$ cat config.mk
export PLATFORM = sky130hd
export DESIGN_NAME = wb_bus_arbiter
export DESIGN_NICKNAME = d
export VERILOG_FILES = /design/src/rtl/wb_pkg.sv /design/src/rtl/wb_rr_pick.sv /design/src/rtl/wb_bus_arbiter.sv
export SDC_FILE = /design/constraint.sdc
export NUM_CORES = 1
export LEC_CHECK = 0
export CAP_MARGIN = 20
export CELL_PAD_IN_SITES_DETAIL_PLACEMENT = 1
export CELL_PAD_IN_SITES_GLOBAL_PLACEMENT = 1
export CORE_MARGIN = 5
export CORE_UTILIZATION = 20
export DETAILED_ROUTE_END_ITERATION = 8
export GPL_TIMING_DRIVEN = 0
export HOLD_SLACK_MARGIN = 0.02
export MAX_ROUTING_LAYER = met4
export PLACE_DENSITY_LB_ADDON = 0.1
export SYNTH_ARGS = -nofsm -noshare
export SYNTH_HDL_FRONTEND = slang
export SYNTH_SLANG_ARGS = --single-unit
$ cat constraint.sdc
create_clock -name clk_i -period 5.7 [get_ports clk_i]
set_input_delay 1.14 -clock clk_i [delete_from_list [all_inputs] [get_ports clk_i]]
set_output_delay 1.14 -clock clk_i [all_outputs]
set_load 0.05 [all_outputs]
$ cat src/rtl/wb_pkg.sv
// wb_pkg: shared Wishbone widths and arbiter state encoding.
package wb_pkg;
    localparam int WB_AD_WIDTH  = 32;
    localparam int WB_DAT_WIDTH = 32;
    typedef enum logic [1:0] {IDLE, OWN, ABORT} arb_state_e;
endpackage

$ cat src/rtl/wb_rr_pick.sv
// wb_rr_pick: combinational round-robin picker, first request at or after ptr.
module wb_rr_pick #(
    parameter int N = 2,
    localparam int IW = $clog2(N)
) (
    input  logic [N-1:0]  req,
    input  logic [IW-1:0] ptr,
    output logic [N-1:0]  pick,
    output logic [IW-1:0] idx
);
    logic [N-1:0] rot;
    logic [IW:0]  off;
    logic [IW:0]  sum;
    // Rotating the doubled vector puts ptr at bit 0, so the lowest set bit wins.
    always_comb begin
        rot = N'({req, req} >> ptr);
        off = '0;
        for (int i = N - 1; i >= 0; i--)
            if (rot[i]) off = (IW + 1)'(i);
        sum  = {1'b0, ptr} + off;
        idx  = sum >= (IW + 1)'(N) ? IW'(sum - (IW + 1)'(N)) : IW'(sum);
        pick = |req ? N'(1) << idx : '0;
    end
endmodule

$ cat src/rtl/wb_bus_arbiter.sv
// wb_bus_arbiter: round-robin Wishbone arbiter with per-access watchdog abort.
module wb_bus_arbiter #(
    parameter int NUM_MASTERS    = 2,
    parameter int WB_AD_WIDTH    = wb_pkg::WB_AD_WIDTH,
    parameter int WB_DAT_WIDTH   = wb_pkg::WB_DAT_WIDTH,
    parameter int TIMEOUT_CYCLES = 255
) (
    input  logic                                  clk_i,
    input  logic                                  rst_i,
    input  logic [NUM_MASTERS-1:0]                m_cyc_i,
    input  logic [NUM_MASTERS-1:0]                m_stb_i,
    input  logic [NUM_MASTERS-1:0]                m_we_i,
    input  logic [NUM_MASTERS*WB_AD_WIDTH-1:0]    m_addr_i,
    input  logic [NUM_MASTERS*WB_DAT_WIDTH-1:0]   m_wdata_i,
    input  logic [NUM_MASTERS*WB_DAT_WIDTH/8-1:0] m_sel_i,
    output logic [WB_DAT_WIDTH-1:0]               m_rdata_o,
    output logic [NUM_MASTERS-1:0]                m_ack_o,
    output logic [NUM_MASTERS-1:0]                m_err_o,
    output logic                                  s_cyc_o,
    output logic                                  s_stb_o,
    output logic                                  s_we_o,
    output logic [WB_AD_WIDTH-1:0]                s_addr_o,
    output logic [WB_DAT_WIDTH-1:0]               s_wdata_o,
    output logic [WB_DAT_WIDTH/8-1:0]             s_sel_o,
    input  logic [WB_DAT_WIDTH-1:0]               s_rdata_i,
    input  logic                                  s_ack_i,
    output logic [NUM_MASTERS-1:0]                grant_o
);
    import wb_pkg::*;

    localparam int IW = $clog2(NUM_MASTERS);
    localparam int SW = WB_DAT_WIDTH / 8;

    arb_state_e             state;
    logic [NUM_MASTERS-1:0] grant;
    logic [IW-1:0]          gidx;
    logic [IW-1:0]          rr_ptr;
    logic [IW-1:0]          nxt_ptr;
    logic [15:0]            wd_cnt;
    logic [NUM_MASTERS-1:0] pick;
    logic [IW-1:0]          pick_idx;
    logic                   own;
    logic                   stb_g;

    wb_rr_pick #(.N(NUM_MASTERS)) u_pick (
        .req  (m_cyc_i),
        .ptr  (rr_ptr),
        .pick (pick),
        .idx  (pick_idx)
    );

    assign own     = state == OWN;
    assign stb_g   = m_stb_i[gidx];
    assign nxt_ptr = gidx == IW'(NUM_MASTERS - 1) ? '0 : gidx + 1'b1;

    always_comb begin
        s_cyc_o   = own && m_cyc_i[gidx];
        s_stb_o   = own && stb_g;
        s_we_o    = own && m_we_i[gidx];
        s_addr_o  = own ? m_addr_i[gidx*WB_AD_WIDTH +: WB_AD_WIDTH] : '0;
        s_wdata_o = own ? m_wdata_i[gidx*WB_DAT_WIDTH +: WB_DAT_WIDTH] : '0;
        s_sel_o   = own ? m_sel_i[gidx*SW +: SW] : '0;
        m_ack_o   = own ? grant & m_stb_i & {NUM_MASTERS{s_ack_i}} : '0;
        m_err_o   = state == ABORT ? grant : '0;
        m_rdata_o = s_rdata_i;
        grant_o   = grant;
    end

    // Releasing cyc takes priority over the watchdog so a timely drop never errors.
    always_ff @(posedge clk_i) begin
        if (rst_i) begin
            state  <= IDLE;
            grant  <= '0;
            gidx   <= '0;
            rr_ptr <= '0;
            wd_cnt <= '0;
        end else begin
            case (state)
                IDLE: begin
                    wd_cnt <= '0;
                    if (|m_cyc_i) begin
                        grant <= pick;
                        gidx  <= pick_idx;
                        state <= OWN;
                    end
                end
                OWN: begin
                    if (!m_cyc_i[gidx]) begin
                        rr_ptr <= nxt_ptr;
                        grant  <= '0;
                        wd_cnt <= '0;
                        state  <= IDLE;
                    end else if (stb_g && !s_ack_i && wd_cnt == 16'(TIMEOUT_CYCLES - 1)) begin
                        wd_cnt <= '0;
                        state  <= ABORT;
                    end else begin
                        wd_cnt <= (s_ack_i || !stb_g) ? '0 : wd_cnt + 1'b1;
                    end
                end
                ABORT: begin
                    rr_ptr <= nxt_ptr;
                    grant  <= '0;
                    wd_cnt <= '0;
                    state  <= IDLE;
                end
                default: state <= IDLE;
            endcase
        end
    end
endmodule

==> impl_metrics.yaml <==
cts:
  cts_root_buf: "clkbuf_16"
  cts_inserted_buffers: 3
  postCtsSetupBuffers: 0
  post_cts_resized: 0
  clkLatencyLatePin_ns: 0.26
  cts_hold_buf: 0
  ctsLongestPathBuffers: 2
  clock-sinks: 22
  htreeDepth: 1
  cts.clk_slew.worst_paths_ns: 0.06
  cts_tree: "yes"
timing:
  whs_ns: 0.4896
  drv_slew: 0
  setup_viol: 0
  clock.fmax_ghz: 0.2401
  tightest_slew_ns: 0.7889
  min_period_over_period_pct: 73.08
  rsz0062_at_grt: "false"
  setup_ws_ns: 1.534
  finClkSkew_ns: 0.005795
  period_needed_ns: 4.166
  slew_headroom_pct: 47.41
  tns_ns: 0
  finalHoldViolCount: 0
final_layout:
  final_cells: 787
  antennaDiodeCount: 0
  final_cell_mix: "clkdlybuf4s50_1 (253), mux2i_1 (71), nor2b_1 (71)"
  fillers: 1626
  drive_gt1_share_pct: 8.402
  multi_input_comb_area_sq_mm: 0.001941
  seqCellArea_sq_um: 440.4
  area_growth_pct: 103.4
  fin_nets: 792
  final_common_cell: "clkdlybuf4s50_1"
  stdcell_area_sq_mm: 0.005630
critical_path:
  critPathArrivalTime_ns: 3.03
  setup.worst_path.end_class: "output port"
  rr_startpoint: "state[0]"
  cp-startpoint: "m_cyc_i[0]"
  startpoint_type: "input port"
  critical_path_class: "in -> out"
  path_max_fanout: 6
  crit_required_ns: 4.56
drt:
  via_count: 3449
  ant_nets: 0
  drt-initial-drc-count: 137
  wirelength_mm: 16.10
  drc: 0
  wire_per_inst_um: 20.45
  viasPerCell: 4.382
  dr.pass1.iters: 5
placed_design:
  dp.cells: 783
  place_ws_ns: 1.551
  port_buffers: 253
  routabilityCongestion: 0.8604
  dpl_cell_area_sq_mm: 0.005525
  place_hpwl_mm: 14.12
die:
  row_count: 43
  io_pins: 286
  start_util_pct: 20.17
  die_h_um: 127.6
  die_w_um: 127.6
  core_sq_mm: 0.01372
  die-area_sq_mm: 0.01629
logic_synthesis:
  synth-seq-cells: 22
  synth_flop_cell: "dfxtp_1"
  synth_area_per_cell_sq_um: 7.908
  synth_edf_count: 0
  synthesis.yosys.warnings: 0
  yosysSeqAreaShare_pct: 15.91
  netlist_area_sq_mm: 0.002768
  async_flop_share_pct: 0
  synth_cell_type_count: 42
  syn_inst: 350
  syn-num-nets: 534
global_route:
  antenna_found_initial: 0
  grt_pass1_vias: 3636
  grt_usage_pct: 18.91
  grt_first_pass_wirelength_mm: 23.14
  overflow: 0
  grt_max_degree: 14
min_path:
  holdCritStartpoint: "wd_cnt[15]"
  hold_class: "reg -> reg"
pwr:
  leakage_nw: 2.010
  power.density_mw_per_mm2: 172.0
  ir_drop_mv: 0.1181
run:
  cap_violations: 0
status:
  outcome: "complete, no violations"
==> sequential cells by signal (all words and copies together), names as in the netlist <==
register  count
gidx          1
grant_o       2
rr_ptr        1
state         2
wd_cnt       16
==> per-layer routing <==
metal	part of all wire, %	vias to the layer above	track usage [%]
met5	0	-	-
met4	0.40	0	1.873
met3	7.8	4	5.059
met2	52	137	34.22
met1	40	1609	21.69
li1	-	1699	-
==> Yosys cell counts, types with 3 or more instances <==
master / count / area [sq um]
a21oi_1: 12 / 60.06
a22o_1: 3 / 26.28
and2_1: 3 / 18.77
and3_2: 3 / 22.52
and4_1: 3 / 26.28
buf_4: 32 / 240.2
buf_6: 3 / 33.78
clkbuf_1: 16 / 60.06
dfxtp_1: 22 / 440.4
ha_1: 7 / 87.58
inv_1: 14 / 52.55
mux2i_1: 71 / 710.7
nand2_1: 9 / 33.78
nand2b_1: 3 / 18.77
nand3_1: 7 / 35.03
nand4_1: 7 / 43.79
nor2_1: 12 / 45.04
nor2b_1: 71 / 444.2
nor3_1: 4 / 20.02
nor3b_1: 4 / 30.03
o21ai_0: 7 / 35.03
o21ai_1: 6 / 30.03
or3_1: 7 / 43.79
==> final cells by class <==
| cell class | count | area share (%) |
|---|---|---|
| tap | 180 | 4.000 |
| clock inverter | 1 | 0.5333 |
| sequential | 22 | 7.822 |
| inverter | 14 | 0.9333 |
| buffer | 51 | 5.933 |
| multi-input combinational | 263 | 34.47 |
| timing repair buffer | 253 | 44.98 |
| clock buffer | 3 | 1.333 |
==> worst paths after layout <==
kind / to / slack (ns) / depth (start not counted)
min: wd_cnt[15] / 0.49 / 2
max: s_cyc_o / 1.53 / 5
min reg2reg: wd_cnt[15] / 0.49 / 2
max reg2reg: wd_cnt[7] / 3.46 / 8
==> critical path: stages <==
cell	delay, ns
clkdlybuf4s50_1	0.59
mux2_2	0.20
nand2_1	0.12
inv_1	0.14
clkdlybuf4s50_1	0.84
==> logic make-up after synthesis <==
| kind of cell | count (synthesis) | share of synthesized area (%) |
|---|---|---|
| compound gates | 39 | 8.952 |
| fa+ha+maj | 8 | 3.526 |
| buf+inv | 65 | 13.97 |
| simple gates | 144 | 31.55 |
| mux | 72 | 26.08 |
| flops | 22 | 15.91 |
==> metrics by stage <==
step,utilization [%],total power [mW]
finish,41.04,0.9685
global route,41.04,1.013
CTS,41.04,0.9838
detailed placement,40.27,0.7758
global placement,40.27,0.7718
floorplan,-,0.5201
==> where the power goes <==
group	switching [mW]	total, mW	leakage (nW)	internal (mW)
registers	0.00385	0.162	0.178	0.158
clock network	0.0610	0.201	0.0511	0.140
logic	0.342	0.606	1.78	0.264
Power figures use the tool's default switching activity.
